**src/rtl/rom_access_arbiter_if.sv**
```systemverilog
// Fetch and debug read-request bundle for the shared instruction ROM port.
// master = requester side, slave = arbiter side.
interface rom_access_arbiter_if;
    logic        f_req;
    logic [31:0] f_addr;
    logic        f_ack;
    logic [31:0] f_rdata;
    logic        f_err;
    logic        d_req;
    logic [31:0] d_addr;
    logic        d_ack;
    logic [31:0] d_rdata;
    logic        d_err;

    modport master (
        output f_req, f_addr, d_req, d_addr,
        input  f_ack, f_rdata, f_err, d_ack, d_rdata, d_err
    );

    modport slave (
        input  f_req, f_addr, d_req, d_addr,
        output f_ack, f_rdata, f_err, d_ack, d_rdata, d_err
    );
endinterface

```
**src/rtl/rom_access_arbiter.sv**
```systemverilog
// Round-robin arbiter sharing the combinational rom32 read port between
// the fetch and debug requesters; registered address, data and ack pulse.
module rom_access_arbiter #(
    parameter logic [24:0] BASE_ADDRESS = 25'd0,
    parameter int          CNT_W        = 16
) (
    input  logic                 clk,
    input  logic                 reset,
    rom_access_arbiter_if.slave  bus,
    output logic [31:0]          rom_addr,
    input  logic [31:0]          rom_data,
    output logic                 busy,
    output logic [CNT_W-1:0]     n_reads,
    output logic [CNT_W-1:0]     n_errs
);

    typedef enum logic [1:0] {
        S_IDLE,
        S_READ,
        S_ACK
    } state_t;

    state_t r_state;
    state_t w_next;

    logic        r_last_dbg;
    logic        r_win_dbg;
    logic        r_err_pend;
    logic [31:0] r_rom_addr;
    logic        r_f_ack;
    logic        r_d_ack;
    logic        r_f_err;
    logic        r_d_err;
    logic [31:0] r_f_rdata;
    logic [31:0] r_d_rdata;
    logic [CNT_W-1:0] r_n_reads;
    logic [CNT_W-1:0] r_n_errs;

    logic        w_any;
    logic        w_pick_dbg;
    logic [31:0] w_sel_addr;
    logic        w_addr_err;
    logic [31:0] w_rdata;
    logic        w_grant;
    logic        w_load;
    logic        w_done;

    // On a tie the port that did not win last time is served
    assign w_any      = bus.f_req | bus.d_req;
    assign w_pick_dbg = bus.d_req & (~bus.f_req | ~r_last_dbg);
    assign w_sel_addr = w_pick_dbg ? bus.d_addr : bus.f_addr;
    assign w_addr_err = (w_sel_addr[1:0] != 2'b00)
                      | (w_sel_addr[31:7] != BASE_ADDRESS);
    assign w_rdata    = r_err_pend ? 32'h0 : rom_data;

    always_comb begin
        w_next  = r_state;
        w_grant = 1'b0;
        w_load  = 1'b0;
        w_done  = 1'b0;
        unique case (r_state)
            S_IDLE: begin
                if (w_any) begin
                    w_next  = S_READ;
                    w_grant = 1'b1;
                end
            end
            S_READ: begin
                w_next = S_ACK;
                w_load = 1'b1;
            end
            S_ACK: begin
                w_next = S_IDLE;
                w_done = 1'b1;
            end
            default: begin
                w_next = S_IDLE;
            end
        endcase
    end

    always_ff @(posedge clk or posedge reset) begin
        if (reset) begin
            r_state <= S_IDLE;
        end else begin
            r_state <= w_next;
        end
    end

    always_ff @(posedge clk or posedge reset) begin
        if (reset) begin
            r_rom_addr <= 32'h0;
            r_last_dbg <= 1'b1;
            r_win_dbg  <= 1'b0;
            r_err_pend <= 1'b0;
        end else if (w_grant) begin
            r_rom_addr <= w_sel_addr;
            r_last_dbg <= w_pick_dbg;
            r_win_dbg  <= w_pick_dbg;
            r_err_pend <= w_addr_err;
        end
    end

    // Acks are single-cycle; data and err persist until the port's next ack
    always_ff @(posedge clk or posedge reset) begin
        if (reset) begin
            r_f_ack   <= 1'b0;
            r_d_ack   <= 1'b0;
            r_f_err   <= 1'b0;
            r_d_err   <= 1'b0;
            r_f_rdata <= 32'h0;
            r_d_rdata <= 32'h0;
        end else begin
            r_f_ack <= w_load & ~r_win_dbg;
            r_d_ack <= w_load & r_win_dbg;
            if (w_load && !r_win_dbg) begin
                r_f_rdata <= w_rdata;
                r_f_err   <= r_err_pend;
            end
            if (w_load && r_win_dbg) begin
                r_d_rdata <= w_rdata;
                r_d_err   <= r_err_pend;
            end
        end
    end

    always_ff @(posedge clk or posedge reset) begin
        if (reset) begin
            r_n_reads <= '0;
            r_n_errs  <= '0;
        end else if (w_done) begin
            if (r_n_reads != '1) begin
                r_n_reads <= r_n_reads + 1'b1;
            end
            if (r_err_pend && (r_n_errs != '1)) begin
                r_n_errs <= r_n_errs + 1'b1;
            end
        end
    end

    assign rom_addr    = r_rom_addr;
    assign busy        = (r_state != S_IDLE);
    assign n_reads     = r_n_reads;
    assign n_errs      = r_n_errs;
    assign bus.f_ack   = r_f_ack;
    assign bus.f_rdata = r_f_rdata;
    assign bus.f_err   = r_f_err;
    assign bus.d_ack   = r_d_ack;
    assign bus.d_rdata = r_d_rdata;
    assign bus.d_err   = r_d_err;

endmodule
```
**src/flat_wrapper.sv**
```systemverilog
// flat-port wrapper written by rule: the top's interface ports become plain ports
module rom_access_arbiter_flat 
#(
    parameter logic [24:0] BASE_ADDRESS = 25'd0,
    parameter int          CNT_W        = 16
)
  (clk, reset, rom_addr, rom_data, busy, n_reads, n_errs, bus_f_req, bus_f_addr, bus_d_req, bus_d_addr, bus_f_ack, bus_f_rdata, bus_f_err, bus_d_ack, bus_d_rdata, bus_d_err);
  rom_access_arbiter_if bus_i ();
  input  logic clk;
  input  logic reset;
  output logic [31:0] rom_addr;
  input  logic [31:0] rom_data;
  output logic busy;
  output logic [CNT_W-1:0] n_reads;
  output logic [CNT_W-1:0] n_errs;
  input wire logic [$bits(bus_i.f_req)-1:0] bus_f_req;
  input wire logic [$bits(bus_i.f_addr)-1:0] bus_f_addr;
  input wire logic [$bits(bus_i.d_req)-1:0] bus_d_req;
  input wire logic [$bits(bus_i.d_addr)-1:0] bus_d_addr;
  output wire logic [$bits(bus_i.f_ack)-1:0] bus_f_ack;
  output wire logic [$bits(bus_i.f_rdata)-1:0] bus_f_rdata;
  output wire logic [$bits(bus_i.f_err)-1:0] bus_f_err;
  output wire logic [$bits(bus_i.d_ack)-1:0] bus_d_ack;
  output wire logic [$bits(bus_i.d_rdata)-1:0] bus_d_rdata;
  output wire logic [$bits(bus_i.d_err)-1:0] bus_d_err;
  assign bus_i.f_req = bus_f_req;
  assign bus_i.f_addr = bus_f_addr;
  assign bus_i.d_req = bus_d_req;
  assign bus_i.d_addr = bus_d_addr;
  assign bus_f_ack = bus_i.f_ack;
  assign bus_f_rdata = bus_i.f_rdata;
  assign bus_f_err = bus_i.f_err;
  assign bus_d_ack = bus_i.d_ack;
  assign bus_d_rdata = bus_i.d_rdata;
  assign bus_d_err = bus_i.d_err;
  rom_access_arbiter #(.BASE_ADDRESS(BASE_ADDRESS), .CNT_W(CNT_W)) u_core (.clk(clk), .reset(reset), .bus(bus_i), .rom_addr(rom_addr), .rom_data(rom_data), .busy(busy), .n_reads(n_reads), .n_errs(n_errs));
endmodule
```
**config.mk**
```make
export PLATFORM = sky130hd
export DESIGN_NAME = rom_access_arbiter_flat
export DESIGN_NICKNAME = d
export VERILOG_FILES = /design/src/rtl/rom_access_arbiter_if.sv /design/src/rtl/rom_access_arbiter.sv /design/src/flat_wrapper.sv
export SDC_FILE = /design/constraint.sdc
export NUM_CORES = 1
export LEC_CHECK = 0
export BUFFER_PORTS_ARGS = -buffer_cell sky130_fd_sc_hd__buf_2
export CAP_MARGIN = 20
export CORE_MARGIN = 5
export CORE_UTILIZATION = 40
export DETAILED_ROUTE_END_ITERATION = 12
export MAX_ROUTING_LAYER = met4
export PLACE_DENSITY = 0.78
export SLEW_MARGIN = 0
export SYNTH_ARGS = -nofsm -noshare
export SYNTH_HDL_FRONTEND = slang
export SYNTH_SLANG_ARGS = --single-unit
```
**constraint.sdc**
```tcl
create_clock -name clk -period 10.7 [get_ports clk]
set_clock_uncertainty 0.05 [all_clocks]
set_input_delay 1.07 -clock clk [delete_from_list [all_inputs] [get_ports clk]]
set_output_delay 1.07 -clock clk [all_outputs]
set_load 0.01 [all_outputs]
```
==> metrics.cfg <==
[synth]
yosysUniqueCellTypes=38
syn_area_per_cell_um2=10.4
syn_area_um2=5820
ys_ff_latch=137
synth_fp_nets=661
yosys_warnings=0
synthCells=559
seq_area_frac_synth=0.589

[die]
dieArea_um2=17100
placementRows=44
ioPinCount=233
core_area_um2=14400
start_util=0.403
die_h_um=131
die_width_um=131

[clock_network]
clock_path_buffers=2
hold_buffers=0
clk_pin_slew_worst_paths_ns=0.06
cts_setup_buffers=0
cts_buffers=17
root_buffer=clkbuf_16
cts_resized=0
clock_latency_ns=0.41
cts_tree=done
h-tree-depth=4
clock-sinks=137

[detailed_routing]
drt_iter0_markers=237
wl_mm=15.8
ant_nets=0
avgViaCountPerCell=4.98
vias=4899
wl_per_cell_um=16.1
drt_pass1_iterations=4
drcViolationCount=0

[power_and_ir_drop]
pwr-share-clk=0.296
swShare=0.354
power_density_nw_per_um2=281
intPower_uw=1420
power_switching_uw=781
ir_worst_vdd_mv=0.178
power_frac_seq=0.377
p_total_uw=2210
pwr-share-comb=0.327
p_leak_uw=0.00401

[critical_path]
r2r-end=u_core.n_reads[1]
cp_num_buf_inv=2
worstPathCellList=nor2_1 -> inv_1 -> buf_2
end_kind=output pin
cp-startpoint=u_core.r_state[1]
crit_type=register to output pin
critPathArrivalTime_ns=1.56
ff2ff_setup_slack_ns=8.83
reg2reg_from=u_core.n_reads[10]
cpPeakStageDelay_ns=0.51
required_ns=9.58
cpLargestDelayFamily=simple AND/OR/NAND/NOR gates
ff2ff_path_depth=4
crit_slowest_cell=nor2_1
crit_fanout=5
start_kind=register

[hold_path]
min-delay-start=u_core.bus.d_rdata[21]
hold_path.class=register to register
holdPathStages=2
whs_endpoint=u_core.bus.d_rdata[21]

[sta]
hold_viol=0
max_freq_ghz=0.374
period_minus_slack_ns=2.68
slew_violations=0
worstMarginPinSlew_ns=0.728
hold_ws_ns=0.422
final.period_utilization=0.250
setup_viol=0
rsz0062_at_grt=no
fin_setup_tns_ns=0
slew_headroom=0.515
fin_ws_ns=8.02

[layout]
layout_commonest_cell=buf_2
final_nets=888
area_delta_synth_final_pct=34.8
final_cell_mix=buf_2, dfrtp_1, nand2_1, o21ai_0, nand2b_1
layout-drive-gt1-share=0.354
final_core_util=0.544

[place]
dpl.hpwl_mm=11.8
gp_congestion=0.886
portBuffers=232
pre_cts_ws_ns=8.15

[global_route]
grt_max_degree=83
antenna_found_initial=1
track_usage=0.194
grt_pass1_vias=4909
overflow=0
grt_pass1_wl_mm=24.8

[status]
status=completed

[run]
max_cap_violations=0

area by class of cell:
cell class | instances | area (um^2)
Fill cell | 1325 | 6580
Inverter | 7 | 31.3
Sequential cell | 137 | 3430
Antenna cell | 1 | 2.50
Tap cell | 184 | 230
Timing Repair Buffer | 238 | 1220
Clock inverter | 13 | 215
Clock buffer | 19 | 453
Multi-Input combinational cell | 385 | 2260
stage by stage:
stage	instance area, um^2	cells
floorplan	5820	559
global placement	7150	950
detailed placement	7150	950
CTS	7820	982
global route	7840	984
finish	7840	984
cell usage after synthesis:
master	n	area, um^2
a311oi_1	1	8.76
o2111a_1	1	11.3
and3b_1	1	8.76
nor4_1	13	81.3
and2b_1	1	7.51
and4_4	1	11.3
dfrtp_1	136	3400
and2_1	1	6.26
nor3_1	2	10.0
dfstp_2	1	26.3
mux2_4	1	15.0
nand3_1	16	80.1
a31oi_1	2	12.5
xor2_1	5	43.8
o22ai_1	1	6.26
nand2_1	111	417
nor2b_1	2	12.5
and3_1	7	43.8
a21boi_0	1	7.51
nand2b_1	34	213
nor2_1	8	30.0
nand4_1	11	68.8
nand3_4	1	17.5
o21ai_1	1	5.00
mux2i_1	32	320
ha_1	2	25.0
mux2_2	4	45.0
buf_2	5	25.0
o41a_1	1	11.3
o21ai_0	97	485
clkbuf_1	24	90.1
xnor2_1	23	201
nand3b_1	1	7.51
a22o_1	1	8.76
and4_1	1	8.76
buf_6	1	11.3
a21oi_1	1	5.00
inv_1	7	26.3
layer usage:
metal / track usage / wire length (um)
met4: 0.0792 / 400
met5: - / 0
met3: 0.0451 / 1140
met2: 0.314 / 7960
met1: 0.236 / 6300
worst max path at each step:
stage                             to  slack, ns  cells past startpoint
floorplan           u_core.bus.d_ack       5.91                      1
global placement    u_core.n_errs[0]       8.15                      3
detailed placement  u_core.n_errs[2]       8.15                      3
CTS                             busy       7.97                      3
global route                    busy       7.90                      3
finish                          busy       8.02                      3
sequential cells by signal (all words and copies together) (netlist names):
signal              count
u_core.bus.f_rdata     32
u_core.bus.d_rdata     32
u_core.r_err_pend       1
u_core.r_last_dbg       1
u_core.rom_addr        32
u_core.r_win_dbg        1
u_core.r_state          2
u_core.bus.d_ack        1
u_core.bus.d_err        1
u_core.bus.f_err        1
u_core.n_reads         16
u_core.bus.f_ack        1
u_core.n_errs          16
cells by family (layout without fill, tap and decap cells):
group	count (synthesis)	after routing	share of synthesized area
simple gates	211	211	0.176
compound gates	107	107	0.0966
fa+ha+maj	2	2	0.00430
mux	37	37	0.0654
other cells	0	1	0
xor+xnor	28	28	0.0421
buf+inv	37	277	0.0262
flops	137	137	0.589
power groups by stage:
stage               registers, uW  logic (uW)  clock network [uW]
floorplan                     902         337                   0
global placement              832         711                   0
detailed placement            838         734                   0
CTS                           834         733                 667
global route                  854         813                 693
finish                        832         721                 653
worst min-delay path, stage by stage, from the launching register on:
cell     delay (ns)
dfrtp_1        0.33
nand2_1        0.04
o21ai_0        0.06
No activity file was read; power rests on OpenSTA's default activity.
